**src/rtl/sram_pkg.sv**
```systemverilog
// Shared types and constants for the MEM-stage external SRAM controller.
// The SRAM is 16 bits wide, so every 32-bit word occupies two consecutive half-word addresses.
package sram_pkg;

  typedef enum logic [1:0] {
    IDLE = 2'd0,
    LO   = 2'd1,
    HI   = 2'd2,
    DONE = 2'd3
  } state_t;

  localparam int SRAM_DW           = 16;
  localparam int SRAM_AW           = 18;
  localparam int WORD_AW           = SRAM_AW - 1;
  localparam int DEFAULT_BASE_ADDR = 1024;

endpackage

```
**src/rtl/sram_controller.sv**
```systemverilog
// Splits each 32-bit MEM-stage access into two timed 16-bit SRAM accesses.
// While an access is in flight, ready is held low so the pipeline stays frozen.
module sram_controller
  import sram_pkg::*;
#(
  parameter int WAIT_CYCLES = 3,
  parameter int BASE_ADDR   = DEFAULT_BASE_ADDR
) (
  input  logic               clk,
  input  logic               rst,
  input  logic               rd_en,
  input  logic               wr_en,
  input  logic [31:0]        address,
  input  logic [31:0]        write_data,
  output logic [31:0]        read_data,
  output logic               ready,
  output logic [SRAM_AW-1:0] sram_addr,
  output logic               sram_we_n,
  output logic [SRAM_DW-1:0] sram_dq_out,
  output logic               sram_dq_oe,
  input  logic [SRAM_DW-1:0] sram_dq_in
);

  localparam int PW = $clog2(WAIT_CYCLES);
  localparam logic [PW-1:0] LAST_PHASE = PW'(WAIT_CYCLES - 1);

  state_t               r_state;
  state_t               w_nextState;
  logic [PW-1:0]        r_phase;
  logic                 r_isWrite;
  logic [WORD_AW-1:0]   r_wordIdx;
  logic [SRAM_DW-1:0]   r_wdataHi;
  logic [SRAM_DW-1:0]   r_shadowLo;
  logic [31:0]          r_readData;
  logic [SRAM_AW-1:0]   r_sramAddr;
  logic [SRAM_DW-1:0]   r_dqOut;

  logic                 w_accept;
  logic                 w_inPhase;
  logic                 w_phaseLast;
  logic [WORD_AW-1:0]   w_reqIdx;

  // Byte offset into the SRAM window, as a word index; address[1:0] falls away in the shift.
  assign w_reqIdx    = WORD_AW'((address - 32'(BASE_ADDR)) >> 2);
  assign w_inPhase   = (r_state == LO) || (r_state == HI);
  assign w_phaseLast = (r_phase == LAST_PHASE);

  assign read_data   = r_readData;
  assign sram_addr   = r_sramAddr;
  assign sram_dq_out = r_dqOut;

  always_ff @(posedge clk or posedge rst) begin
    if (rst) begin
      r_state <= IDLE;
    end else begin
      r_state <= w_nextState;
    end
  end

  always_comb begin
    w_nextState = r_state;
    w_accept    = 1'b0;
    ready       = 1'b1;
    sram_we_n   = 1'b1;
    sram_dq_oe  = 1'b0;
    case (r_state)
      IDLE: begin
        if (rd_en || wr_en) begin
          w_accept    = 1'b1;
          ready       = 1'b0;
          w_nextState = LO;
        end
      end
      LO: begin
        ready = 1'b0;
        if (w_phaseLast) w_nextState = HI;
      end
      HI: begin
        ready = 1'b0;
        if (w_phaseLast) w_nextState = DONE;
      end
      // The request still visible here belongs to the departing instruction.
      DONE: begin
        w_nextState = IDLE;
      end
      default: begin
        w_nextState = IDLE;
      end
    endcase
    // The last write cycle releases we_n so address and data are held across the strobe edge.
    if (w_inPhase && r_isWrite) begin
      sram_dq_oe = 1'b1;
      sram_we_n  = w_phaseLast;
    end
  end

  always_ff @(posedge clk or posedge rst) begin
    if (rst) begin
      r_phase    <= '0;
      r_isWrite  <= 1'b0;
      r_wordIdx  <= '0;
      r_wdataHi  <= '0;
      r_shadowLo <= '0;
      r_readData <= '0;
      r_sramAddr <= '0;
      r_dqOut    <= '0;
    end else begin
      if (w_inPhase && !w_phaseLast) begin
        r_phase <= r_phase + PW'(1);
      end else begin
        r_phase <= '0;
      end

      if (w_accept) begin
        r_isWrite  <= wr_en;
        r_wordIdx  <= w_reqIdx;
        r_wdataHi  <= write_data[31:16];
        r_sramAddr <= {w_reqIdx, 1'b0};
        if (wr_en) r_dqOut <= write_data[15:0];
      end

      // Half boundary: move to the upper half-word, capturing the lower read half first.
      if ((r_state == LO) && w_phaseLast) begin
        r_sramAddr <= {r_wordIdx, 1'b1};
        if (r_isWrite) begin
          r_dqOut <= r_wdataHi;
        end else begin
          r_shadowLo <= sram_dq_in;
        end
      end

      if ((r_state == HI) && w_phaseLast && !r_isWrite) begin
        r_readData <= {sram_dq_in, r_shadowLo};
      end
    end
  end

endmodule

```
**config.mk**
```make
export PLATFORM = sky130hd
export DESIGN_NAME = sram_controller
export DESIGN_NICKNAME = d
export VERILOG_FILES = /design/src/rtl/sram_pkg.sv /design/src/rtl/sram_controller.sv
export SDC_FILE = /design/constraint.sdc
export NUM_CORES = 1
export LEC_CHECK = 0
export BUFFER_PORTS_ARGS = -buffer_cell sky130_fd_sc_hd__buf_2
export CAP_MARGIN = 20
export CORE_UTILIZATION = 45
export DETAILED_ROUTE_END_ITERATION = 10
export GPL_TIMING_DRIVEN = 0
export PLACE_DENSITY = 0.72
export SLEW_MARGIN = 20
export SYNTH_ARGS = -nofsm -noshare
export SYNTH_HDL_FRONTEND = slang
export SYNTH_SLANG_ARGS = --single-unit
```
**constraint.sdc**
```tcl
create_clock -name clk -period 4.2 [get_ports clk]
set_clock_uncertainty 0.2 [all_clocks]
set_input_delay 0.42 -clock clk [delete_from_list [all_inputs] [get_ports clk]]
set_output_delay 0.42 -clock clk [all_outputs]
set_load 0.01 [all_outputs]
```
Yosys cells after proc, flatten, opt, wreduce, memory -nomap -nowiden
Index checks and enable logic that the tools add are counted.
- register bits: 120
- logic and storage cells: 50
- input bits: 84
- $add $sub $neg: 2
- mux-type cells: 17
- bitwise operators: 1
- equal/unequal tests: 7
- reductions and logical operators: 14
- operator list (kind ; count):
    two-way mux 16 bit ; 4
    two-way mux 18 bit ; 2
    subtractor 19 x 11 -> 19 bit (second input constant) ; 1
    two-way mux 2 bit ; 4
    case mux 2 bit (4 select lines) ; 1
    equality test 2 bit (second input constant) ; 3
    != test 2 bit (second input constant) ; 3
    logical AND 1 bit ; 5
    two-way mux 1 bit ; 5
    AND reduction 3 bit ; 1
    adder 2 x 1 -> 2 bit (second input constant) ; 1
    equality test 2 x 1 -> 1 bit (second input constant) ; 1
    logical NOT 1 bit ; 2
    logical NOT 2 bit ; 1
    logical OR 1 bit ; 2
    case mux 1 bit (2 select lines) ; 1
    AND reduction 2 bit ; 1
    nonzero test 2 bit ; 1
    OR reduction 2 bit ; 1
    NOT 1 bit ; 1

Depth between registers and ports, before layout
Gate-level depths: netlist of the first run.
- depth after elaboration: 6
- depth in mapped cells: 8
- mapped depth without buffers: 6

Least setup slack after synthesis of the first run
No wires, ideal clock.
- path kind: flip-flop to flip-flop
- start: register r_state[1]
- end: register r_shadowLo[0]
- path slack: 2.286 ns
- arrival: 1.589 ns
- data required time: 3.875 ns
- cell stages (with the launch flop): 9
- period minus slack after synthesis: 1.914 ns
- path through: dfrtp_1 > inv_1 > ha_1 > and2_1 > buf_4 > nand2b_1 > buf_2 > buf_6 > mux2_4
- longest elaborated chain between the ends: 3
- ends and longest elaborated chain (element ; RTL line ; source):
    start, declared ; sram_controller.sv:27 ; state_t r_state;
    start signal, assigned ; sram_controller.sv:56 ; r_state <= w_nextState;
    equality test 2 x 1 -> 1 bit ; sram_controller.sv:123 ; if ((r_state == LO) && w_phaseLast) begin
    logical AND 1 bit ; sram_controller.sv:123 ;
    AND reduction 2 bit (no line) ; n/a ;
    end signal, assigned ; sram_controller.sv:128 ; r_shadowLo <= sram_dq_in;
    end, declared ; sram_controller.sv:33 ; logic [SRAM_DW-1:0] r_shadowLo;
No other way between the ends.
A chain may end at the register's enable or synchronous reset.

Final worst setup path of the first run
- start: register r_state[0]
- end: output port ready
- longest elaborated chain between the ends: 3
- ends and longest elaborated chain (element ; RTL line ; source):
    equality test 2 x 1 -> 1 bit or equality test 2 bit (tied branches) ; sram_controller.sv:66 ; case (r_state)
    OR reduction 2 bit (no line) ; n/a ;
    case mux 1 bit (2 select lines) * ; sram_controller.sv:66 ;
    end, declared ; sram_controller.sv:16 ; output logic ready,
Every way passes the cells marked *; elsewhere a longest branch is shown, timed or not.

==> results of run 1 <==
==> cell usage in the layout, fill, tap and decap left out, types with 2 or more instances in the layout <==
cell type,synthesis,routed
sky130_fd_sc_hd__buf_2,10,146
sky130_fd_sc_hd__clkinv_2,0,6
sky130_fd_sc_hd__o21ai_1,3,3
sky130_fd_sc_hd__or3_1,2,2
sky130_fd_sc_hd__inv_1,7,6
sky130_fd_sc_hd__xnor2_1,3,3
sky130_fd_sc_hd__inv_6,0,2
sky130_fd_sc_hd__mux2_4,10,10
sky130_fd_sc_hd__a21oi_1,6,6
sky130_fd_sc_hd__buf_4,2,2
sky130_fd_sc_hd__mux2_2,39,39
sky130_fd_sc_hd__clkinvlp_4,0,2
sky130_fd_sc_hd__nor2_1,23,23
sky130_fd_sc_hd__clkbuf_8,0,2
sky130_fd_sc_hd__a22oi_1,2,2
sky130_fd_sc_hd__clkbuf_1,11,12
sky130_fd_sc_hd__nand2b_1,2,2
sky130_fd_sc_hd__a21o_1,4,4
sky130_fd_sc_hd__a31oi_1,10,10
sky130_fd_sc_hd__bufinv_16,0,3
sky130_fd_sc_hd__ha_1,5,5
sky130_fd_sc_hd__dfrtp_1,120,120
sky130_fd_sc_hd__mux2i_1,16,16
sky130_fd_sc_hd__clkbuf_16,0,16
sky130_fd_sc_hd__nand2_1,111,111
sky130_fd_sc_hd__o21ai_0,29,29
sky130_fd_sc_hd__dlygate4sd3_1,0,46
sky130_fd_sc_hd__and2_1,2,2
==> registers in the layout (all words and copies together) (netlist names) <==
signal	flops
r_phase	2
read_data	32
sram_addr	18
sram_dq_out	16
r_shadowLo	16
r_state	2
r_wdataHi	16
r_wordIdx	17
r_isWrite	1
==> what timing repair did <==
item	CTS	global route
endpoints found under the hold margin	132	0
setup buffers	0	0
hold buffers	46	0
==> layout make-up <==
| class | count | area (sq um) | share of cell area |
|---|---|---|---|
| Buffer | 24 | 118 | 0.0171 |
| Clock buffer | 19 | 432 | 0.0628 |
| Clock inverter | 13 | 153 | 0.0222 |
| Inverter | 7 | 31.3 | 0.00455 |
| Multi-Input combinational cell | 283 | 1800 | 0.262 |
| Sequential cell | 120 | 3000 | 0.437 |
| Tap cell | 136 | 170 | 0.0247 |
| Timing Repair Buffer | 183 | 1170 | 0.170 |
==> logic make-up after synthesis <==
logic type | after synthesis | share of synthesized area
buffers and inverters | 31 | 0.0291
AND/OR/NAND/NOR | 148 | 0.122
multiplexers | 65 | 0.151
flip-flops | 120 | 0.607
AO/OA/AOI/OAI | 61 | 0.0713
adder cells (fa/ha/maj) | 5 | 0.0126
XOR/XNOR | 4 | 0.00708
==> power breakdown <==
group / internal (mW) / total [mW] / switching [mW]
logic: 0.829 / 1.76 / 0.932
clock network: 0.914 / 1.43 / 0.512
registers: 1.74 / 2.05 / 0.302
==> critical path, delay by kind of cell, from the launching register on <==
kind,cells,cell delay (ns)
fa+ha+maj,1,0.15
flops,1,0.39
compound gates,1,0.07
simple gates,1,0.08
buf+inv,3,0.42
==> metrics by stage <==
step,setup TNS [ns],utilization,worst slack [ns],cells
3_3_place_gp,-89.37,0.552,-0.750,706
2_1_floorplan,0,-,0.394,434
3_5_place_dp,0,0.555,2.07,707
6_report,0,0.654,1.97,785
5_1_grt,0,0.654,1.86,785
4_1_cts,0,0.654,1.95,785
==> metal layers <==
metal | wire (um) | global-route usage | vias up
li1 | - | - | 1861
met1 | 5190 | 0.266 | 1912
met2 | 6000 | 0.400 | 124
met3 | 629 | 0.0565 | 16
met4 | 176 | 0.0783 | 0
met5 | 0 | 0 | -
==> path summary, 6_finish.rpt <==
| kind | from | to | cells after the start |
|---|---|---|---|
| worst max register to register | r_state[1]$_DFFE_PP0P_ | r_shadowLo[2]$_DFFE_PP0P_ | 8 |
| min in group asynchronous | rst | sram_dq_out[12]$_DFF_PP0_ | 3 |
| max in group asynchronous | rst | sram_addr[11]$_DFFE_PP0P_ | 4 |
| worst min-delay path | write_data[9] | sram_dq_out[9]$_DFF_PP0_ | 3 |
| worst max-delay path | r_state[0]$_DFFE_PP0P_ | ready | 6 |
| worst min register to register | r_phase[0]$_DFF_PP0_ | r_phase[0]$_DFF_PP0_ | 1 |
==> flow_summary_export.csv, run 1 <==
group,metric,value,unit
power,design_power_total,5.23,mW
sta,grt_setup_unrepaired,"no",
synthesis,synth_top_cells_by_area,"sky130_fd_sc_hd__dfrtp_1, sky130_fd_sc_hd__mux2_2, sky130_fd_sc_hd__nand2_1, sky130_fd_sc_hd__mux2i_1, sky130_fd_sc_hd__mux2_4",
synthesis,post_synthesis_register_bit_count,120,
clock_tree,tritoncts.num_buffers,17,
synthesis,synth.lib_cells_used.distinct,38,
status,run_status,"finished, final reports clean",
final_layout,area_growth,39.0,%
power,irDropWorstVdd,0.336,mV
synthesis,synth_area_per_cell,11.4,sq um
synthesis,synth.net_count,523,
critical_path,critical_path.slowest_cell,"sky130_fd_sc_hd__dfrtp_1",
routing,drt-vias-per-instance,4.98,
worst_hold_path,hp-class,"in -> reg",
critical_path,cell_type_with_the_highest_occurrence_count_on_the_critical_path,"sky130_fd_sc_hd__buf_2",
sta,final_min_period_over_clock_period,0.530,
floorplanning,die-height,107,um
sta,report.final.slew_viol_count,0,
final_layout,number_of_nets_in_the_layout,725,
final_layout,insertedDiodeCount,0,
placed_design,finalWeightedCongestion,0.791,
synthesis,async_flop_share,1.00,
floorplanning,die_area,11400,sq um
sta,hold_viol_final,0,
placed_design,number_of_i_o_port_buffers,136,
synthesis,netlist_area,4950,sq um
critical_path,reg_to_reg_setup_timing_slack,2.08,ns
synthesis,netlist.top_cell.by_area,"sky130_fd_sc_hd__dfrtp_1",
clock_tree,cts.reportedPaths.clkPinSlew,0.05,ns
sta,setup_violations_final,0,
critical_path,data_arrival_at_the_endpoint_of_the_critical_path,1.61,ns
synthesis,synth-edff-count,0,
placed_design,placed_area,5830,sq um
clock_tree,ctsResizeCount,0,
critical_path,sequence_of_cells_on_the_critical_path,"inv_1, ha_1, buf_2, nand2_1, o21ai_0, buf_2",
critical_path,critPathMaxFanout,6,
floorplanning,floorplan.core_area,10500,sq um
critical_path,worst_setup_path_start_kind,"register",
clock_tree,cts_tree,"built",
global_routing,grt_pass1_vias,4195,
routing,detail_route.first_pass.iterations,4,
floorplanning,top_level_ports,153,
routing,routed-via-count,3913,
synthesis,ys_warn_count,0,
global_routing,all_layer_gr_usage,0.226,
job,number_of_max_cap_violations,0,
final_layout,layout.filler_cells,795,
critical_path,timing.critical_path.slowest_cell_delay,0.39,ns
floorplanning,floorplan.die.width,107,um
routing,remaining_drc_errors,0,
sta,max_freq,0.449,GHz
clock_tree,tritoncts_num_sinks,120,
synthesis,seq_area_frac_synth,0.607,
clock_tree,clock_insertion_delay_worst_skew,0.50,ns
routing,drt-total-wl,12000,um
power,power-per-cell-area,761,nW/um^2
synthesis,post-synth-top-count-cell,"sky130_fd_sc_hd__dfrtp_1",
power,leakage,3.46,nW
synthesis,synth.top_cell.area_share,0.607,
synthesis,synthFlopType,"sky130_fd_sc_hd__dfrtp_1",
synthesis,synth_cells,434,
sta,worst_slew_pin_slew,0.589,ns
final_layout,final_layout_size_suffix_gt1_frac,0.362,
critical_path,critical_path.endpoint_type,"primary output",
routing,drt_iter0_markers,122,
floorplanning,initial_utilization,0.471,
routing,routed_wire_length_per_instance,15.3,um
sta,relative_slew_slack,0.607,
clock_tree,cts_root_buffer,"sky130_fd_sc_hd__clkbuf_8",
global_routing,initial_antenna_violation_count,0,
synthesis,ys_top_cells_by_count,"sky130_fd_sc_hd__dfrtp_1, sky130_fd_sc_hd__nand2_1, sky130_fd_sc_hd__mux2_2",
final_layout,fin_area,6880,sq um
critical_path,critPathRequiredTime,3.58,ns
global_routing,grt_first_pass_wirelength,19800,um
sta,timing.hold.ws,0.0177,ns
placed_design,hpwlAfterDp,7960,um
critical_path,timing_worst_setup_path_type,"reg -> out",
routing,detail-route-antenna-nets,0,
sta,timing.final.crit_period,2.23,ns
clock_tree,clock_h_tree_levels,4,
floorplanning,standard_cell_rows,37,
clock_tree,clock_buffer_depth,2,
global_routing,global_route.overflow_total,0,
global_routing,pin_count_of_the_biggest_net_entering_global_routing,65,
No activity file was read; power rests on OpenSTA's default activity.
==> run 2, diff against run 1 <==
--- a/config.mk
+++ b/config.mk
@@ -10,7 +10,7 @@
 export CORE_UTILIZATION = 45
 export DETAILED_ROUTE_END_ITERATION = 10
 export GPL_TIMING_DRIVEN = 0
-export PLACE_DENSITY = 0.72
+export PLACE_DENSITY = 0.74
 export SLEW_MARGIN = 20
 export SYNTH_ARGS = -nofsm -noshare
 export SYNTH_HDL_FRONTEND = slang
==> constraint.sdc (replaced) <==
create_clock -name clk -period 1.97 [get_ports clk]
set_clock_uncertainty 0.2 [all_clocks]
set_input_delay 0.197 -clock clk [delete_from_list [all_inputs] [get_ports clk]]
set_output_delay 0.197 -clock clk [all_outputs]
set_load 0.01 [all_outputs]
==> run 2 against run 1 <==
Sequential power rose by 110%. Utilization rose by 3.9 points. Sequential share of layout area fell by 2.5 points. Flip-flop and latch count did not move. Critical path depth rose by 2. Worst setup slack got worse by 2.0 ns. Largest power group unchanged.
==> flow_summary_export.csv, run 2 (synthesis results as in run 1) <==
group,metric,value,unit
final_layout,insertedDiodeCount,0,
routing,routed_wire_length_per_instance,15.8,um
final_layout,area_growth,47.3,%
sta,hold_viol_final,0,
routing,detail_route.first_pass.iterations,4,
final_layout,largest_reg_flops,32,
floorplanning,die-height,107,um
sta,report.final.slew_viol_count,0,
final_layout,layout.filler_cells,755,
global_routing,all_layer_gr_usage,0.241,
floorplanning,die_area,11400,sq um
power,power-per-cell-area,1600,nW/um^2
floorplanning,standard_cell_rows,37,
routing,drt-vias-per-instance,5.09,
global_routing,pin_count_of_the_biggest_net_entering_global_routing,37,
placed_design,hpwlAfterDp,8040,um
sta,timing.hold.ws,0.0829,ns
global_routing,global_route.overflow_total,0,
floorplanning,initial_utilization,0.471,
floorplanning,floorplan.core_area,10500,sq um
global_routing,initial_antenna_violation_count,0,
power,p_sw_frac,0.328,
global_routing,grt_pass1_vias,4413,
clock_tree,tritoncts.num_buffers,17,
critical_path,critical_path.endpoint_type,"register",
final_layout,layout_common_cells,"sky130_fd_sc_hd__buf_2, sky130_fd_sc_hd__dfrtp_1, sky130_fd_sc_hd__nand2_1",
power,power.clock.fraction,0.276,
critical_path,worst_setup_path_start_kind,"register",
floorplanning,top_level_ports,153,
critical_path,worst-r2r-cell-count,8,
routing,drt-total-wl,12800,um
power,comb_power_share,0.347,
routing,routed-via-count,4132,
global_routing,grt_first_pass_wirelength,20900,um
clock_tree,cts_tree,"built",
final_layout,count_of_placed_standard_cells_in_the_final_layout_fillers_left_out,812,
critical_path,reg_to_reg_setup_timing_slack,0.01,ns
clock_tree,cts.reportedPaths.clkPinSlew,0.06,ns
critical_path,timing.rr.start,"r_state[1]$_DFFE_PP0P_",
sta,grt_setup_unrepaired,"yes",
final_layout,final_layout_size_suffix_gt1_frac,0.373,
sta,fin_tns_setup,0,ns
power,leakage,3.63,nW
job,number_of_max_cap_violations,0,
placed_design,number_of_i_o_port_buffers,136,
sta,worst_slew_pin_slew,0.565,ns
routing,drt_iter0_markers,227,
floorplanning,floorplan.die.width,107,um
power,total_switching_power,3.82,mW
sta,relative_slew_slack,0.623,
critical_path,critPathMaxFanout,8,
placed_design,finalWeightedCongestion,0.816,
clock_tree,tritoncts_num_sinks,120,
status,run_status,"finished, final reports clean",
sta,setup_violations_final,0,
clock_tree,clock_h_tree_levels,4,
sta,max_freq,0.510,GHz
placed_design,place.detailed.instances,709,
final_layout,number_of_nets_in_the_layout,752,
sta,timing.final.crit_period,1.96,ns
routing,remaining_drc_errors,0,
power,irDropWorstVdd,0.778,mV
power,internal_power,7.84,mW
critical_path,reg2reg_to,"r_shadowLo[4]$_DFFE_PP0P_",
clock_tree,cts_root_buffer,"sky130_fd_sc_hd__clkbuf_8",
critical_path,timing_worst_setup_path_type,"reg -> reg",
critical_path,critPathRequiredTime,2.17,ns
final_layout,layout.cells.most_common,"sky130_fd_sc_hd__buf_2",
clock_tree,clock_insertion_delay_worst_skew,0.52,ns
critical_path,data_arrival_at_the_endpoint_of_the_critical_path,2.16,ns
worst_hold_path,hp-class,"in -> async",
power,sequential_group_share_of_total_power,0.377,
clock_tree,clock_buffer_depth,2,
routing,detail-route-antenna-nets,0,
sta,final_min_period_over_clock_period,0.995,
power,design_power_total,11.7,mW
-- run 2: changes by cell type in the layout (fill, tap and decap cells not counted), sizes merged --
cell	previous run	this run
dlygate4sd3	46	67
clkbuf	30	39
clkinv	7	5
inv	8	6
buf	150	151
bufinv	3	4
clkinvlp	2	1
-- run 2: per-stage QoR --
step	utilization	cell area [sq um]	setup WS (ns)
final	0.693	7290	0.00956
after global placement	0.552	5800	-0.591
after global routing	0.693	7290	-0.0773
after detailed placement	0.558	5860	-0.135
after floorplan	-	4950	0.0556
after CTS	0.685	7200	0.00331
-- run 2: critical path: stages, from the launching register on --
cell and delay (ns):
sky130_fd_sc_hd__dfrtp_1 0.40, sky130_fd_sc_hd__inv_2 0.09, sky130_fd_sc_hd__ha_2 0.21, sky130_fd_sc_hd__and2_1 0.13, sky130_fd_sc_hd__buf_4 0.13, sky130_fd_sc_hd__nand2b_1 0.07, sky130_fd_sc_hd__buf_6 0.15, sky130_fd_sc_hd__clkbuf_16 0.16
sky130_fd_sc_hd__mux2_4 0.30
-- run 2: repair_timing --
item                                    4_1_cts  5_1_grt
endpoints found under the setup margin       24       61
hold endpoints to repair                    185        0
pin swaps                                     0        0
resized for setup                            15       17
cloned                                        0        1
hold buffers                                 67        0
buffers inserted                              1        3
-- run 2: cell type report --
cell class	count	area (sq um)	area share
clock inverters	9	145	0.0199
well taps	136	170	0.0234
inverters	7	30.0	0.00412
multi-input cells	283	1850	0.253
clock buffers	23	467	0.0640
flip-flops and latches	120	3000	0.412
repair buffers	211	1480	0.203
plain buffers	23	146	0.0201
-- run 2: how the worst max path moves through the flow --
stage | start | endpoint | slack (ns)
5_1_grt | r_state[1]$_DFFE_PP0P_ | r_shadowLo[4]$_DFFE_PP0P_ | -0.08
3_5_place_dp | r_state[1]$_DFFE_PP0P_ | r_shadowLo[1]$_DFFE_PP0P_ | -0.13
6_report | r_state[1]$_DFFE_PP0P_ | r_shadowLo[4]$_DFFE_PP0P_ | 0.01
4_1_cts | r_state[1]$_DFFE_PP0P_ | r_shadowLo[3]$_DFFE_PP0P_ | 0.003
3_3_place_gp | rst | sram_addr[2]$_DFFE_PP0P_ | -0.59
2_1_floorplan | r_state[1]$_DFFE_PP0P_ | r_shadowLo[0]$_DFFE_PP0P_ | 0.06
-- run 2: power groups by stage --
stage	combinational (mW)	clock (mW)	sequential [mW]
global placement	3.52	0	4.31
global route	4.46	3.36	4.53
CTS	3.88	3.26	4.36
finish	4.05	3.21	4.39
floorplan	2.00	0	4.61
detailed placement	3.65	0	4.38
-- run 2: per-layer routing --
layer / GRT usage / wire (um)
met3: 0.0523 / 627
met1: 0.284 / 5420
met4: 0.150 / 511
met2: 0.400 / 6290
met5: 0 / 0
==> run 3, diff against run 2 <==
--- a/config.mk
+++ b/config.mk
@@ -5,12 +5,11 @@
 export SDC_FILE = /design/constraint.sdc
 export NUM_CORES = 1
 export LEC_CHECK = 0
-export BUFFER_PORTS_ARGS = -buffer_cell sky130_fd_sc_hd__buf_2
 export CAP_MARGIN = 20
 export CORE_UTILIZATION = 45
 export DETAILED_ROUTE_END_ITERATION = 10
+export DONT_BUFFER_PORTS = 1
 export GPL_TIMING_DRIVEN = 0
-export PLACE_DENSITY = 0.74
 export SLEW_MARGIN = 20
 export SYNTH_ARGS = -nofsm -noshare
 export SYNTH_HDL_FRONTEND = slang
==> run 3 against run 2 <==
Worst setup slack gained 0.046 ns. Sequential power is 10% higher. Largest cell class unchanged. Die area stayed put. Register-to-register slack improved by 0.05 ns. Sequential share of layout area increased by 3.8 points. Utilization is 5.8 points lower.
==> flow_summary_export.csv, run 3 (synthesis results as in run 1) <==
group,metric,value,unit
status,run_status,"finished, final reports clean",
clock_tree,tritoncts_num_sinks,120,
sta,relative_slew_slack,0.657,
final_layout,number_of_nets_in_the_layout,619,
final_layout,layout.filler_cells,822,
power,irDropWorstVdd,0.707,mV
floorplanning,initial_utilization,0.471,
power,leakage,3.11,nW
critical_path,timing_worst_setup_path_type,"reg -> reg",
clock_tree,cts_tree,"built",
floorplanning,floorplan.core_area,10500,sq um
placed_design,number_of_i_o_port_buffers,0,
final_layout,fin_area,6680,sq um
final_layout,count_of_placed_standard_cells_in_the_final_layout_fillers_left_out,678,
job,number_of_max_cap_violations,0,
sta,report.final.slew_viol_count,0,
floorplanning,die-height,107,um
routing,drt_iter0_markers,151,
clock_tree,cts.reportedPaths.clkPinSlew,0.06,ns
routing,detail_route.first_pass.iterations,4,
critical_path,reg_to_reg_setup_timing_slack,0.06,ns
sta,timing.final.crit_period,1.91,ns
routing,detail-route-antenna-nets,0,
final_layout,layout_common_cells,"sky130_fd_sc_hd__dfrtp_1, sky130_fd_sc_hd__nand2_1, sky130_fd_sc_hd__dlygate4sd3_1",
routing,drt-vias-per-instance,5.18,
critical_path,worst-r2r-cell-count,8,
global_routing,grt_first_pass_wirelength,19100,um
global_routing,initial_antenna_violation_count,0,
placed_design,post-place-ws,-0.117,ns
placed_design,hpwlAfterDp,7560,um
placed_design,placed_area,5210,sq um
final_layout,layout.cells.most_common,"sky130_fd_sc_hd__dfrtp_1",
routing,routed-via-count,3515,
routing,routed_wire_length_per_instance,17.0,um
floorplanning,standard_cell_rows,37,
power,power-per-cell-area,1640,nW/um^2
clock_tree,clock_buffer_depth,2,
critical_path,critical_path.endpoint_type,"register",
sta,worst_slew_pin_slew,0.515,ns
clock_tree,clock_h_tree_levels,4,
floorplanning,die_area,11400,sq um
clock_tree,tritoncts.num_buffers,17,
final_layout,final_layout_size_suffix_gt1_frac,0.216,
sta,setup_violations_final,0,
global_routing,grt_pass1_vias,3823,
placed_design,place.detailed.instances,574,
floorplanning,top_level_ports,153,
worst_hold_path,hp-class,"in -> reg",
critical_path,critPathMaxFanout,10,
global_routing,pin_count_of_the_biggest_net_entering_global_routing,35,
critical_path,reg2reg_to,"r_shadowLo[2]$_DFFE_PP0P_",
power,design_power_total,10.9,mW
final_layout,largest_reg_flops,32,
sta,hold_viol_final,0,
worst_hold_path,min_delay_path_depth,4,
routing,remaining_drc_errors,0,
critical_path,timing.rr.start,"r_state[1]$_DFFE_PP0P_",
global_routing,global_route.overflow_total,0,
critical_path,critPathRequiredTime,2.17,ns
clock_tree,cts_root_buffer,"sky130_fd_sc_hd__clkbuf_8",
placed_design,finalWeightedCongestion,0.759,
critical_path,worst_setup_path_start_kind,"register",
clock_tree,clock_insertion_delay_worst_skew,0.51,ns
floorplanning,floorplan.die.width,107,um
final_layout,area_growth,35.0,%
sta,max_freq,0.522,GHz
sta,setup_slack,0.0556,ns
sta,final_min_period_over_clock_period,0.972,
sta,fin_tns_setup,0,ns
sta,grt_setup_unrepaired,"yes",
critical_path,worst_setup_path_startpoint,"r_state[1]$_DFFE_PP0P_",
worst_hold_path,hold_start,"wr_en",
final_layout,insertedDiodeCount,0,
worst_hold_path,worstHoldEndpoint,"sram_dq_out[4]$_DFF_PP0_",
routing,drt-total-wl,11600,um
global_routing,all_layer_gr_usage,0.222,
critical_path,data_arrival_at_the_endpoint_of_the_critical_path,2.11,ns
-- run 3: cell count changes in the layout (fill, tap and decap cells not counted), moves of 3 or more --
cell                            change
sky130_fd_sc_hd__buf_2            -134
sky130_fd_sc_hd__clkinv_2           -5
sky130_fd_sc_hd__dlygate4sd3_1      +4
sky130_fd_sc_hd__clkbuf_2           +3
-- run 3: area by class of cell --
class | instances | area [sq um] | area share
Tap cell | 136 | 170 | 0.0255
Clock buffer | 24 | 470 | 0.0704
Buffer | 24 | 161 | 0.0242
Timing Repair Buffer | 77 | 826 | 0.124
Multi-Input combinational cell | 283 | 1850 | 0.277
Sequential cell | 120 | 3000 | 0.450
Inverter | 7 | 30.0 | 0.00450
Clock inverter | 7 | 165 | 0.0247
-- run 3: worst max-delay path by stage --
stage	to	slack [ns]
2_1_floorplan	r_shadowLo[0]$_DFFE_PP0P_	0.06
3_3_place_gp	r_wdataHi[10]$_DFFE_PP0P_	-0.49
3_5_place_dp	r_shadowLo[2]$_DFFE_PP0P_	-0.12
4_1_cts	sram_addr[17]$_DFFE_PP0P_	0.005
5_1_grt	ready	-0.02
6_report	r_shadowLo[2]$_DFFE_PP0P_	0.06
-- run 3: report_power, final --
part | leakage (nW) | total, mW | internal (mW) | switching [mW]
clock | 0.302 | 3.33 | 2.28 | 1.05
sequential | 1.42 | 4.84 | 3.72 | 1.12
combinational | 1.39 | 2.78 | 1.41 | 1.37
total | 3.11 | 10.9 | 7.41 | 3.54
-- run 3: critical path, cell delays in order, from the launching register on --
cell and delay (ns):
sky130_fd_sc_hd__dfrtp_1 0.40, sky130_fd_sc_hd__inv_2 0.09, sky130_fd_sc_hd__ha_2 0.21, sky130_fd_sc_hd__and2_1 0.13, sky130_fd_sc_hd__buf_4 0.13, sky130_fd_sc_hd__nand2b_1 0.07, sky130_fd_sc_hd__buf_6 0.14, sky130_fd_sc_hd__buf_12 0.14
sky130_fd_sc_hd__mux2_4 0.30
-- run 3: through the flow --
step	hold WS (ns)	util
detailed placement	-0.146	0.496
global placement	0.107	0.487
CTS	0.0534	0.626
global route	0.0828	0.636
finish	0.0642	0.636
floorplan	0.102	-
-- run 3: layer usage --
| metal | vias to the layer above | GRT usage | routed length, um |
|---|---|---|---|
| li1 | 1648 | - | - |
| met1 | 1733 | 0.255 | 4770 |
| met2 | 115 | 0.372 | 5810 |
| met3 | 19 | 0.0845 | 751 |
| met4 | 0 | 0.0910 | 227 |
| met5 | - | 0 | 0 |
-- run 3: timing repair --
item / CTS / global route
endpoints found under the hold margin: 220 / 2
gates resized for setup: 12 / 26
hold buffers: 70 / 2
pin swaps: 0 / 1
setup buffers: 0 / 2
cloned: 0 / 0
endpoints found under the setup margin: 33 / 98
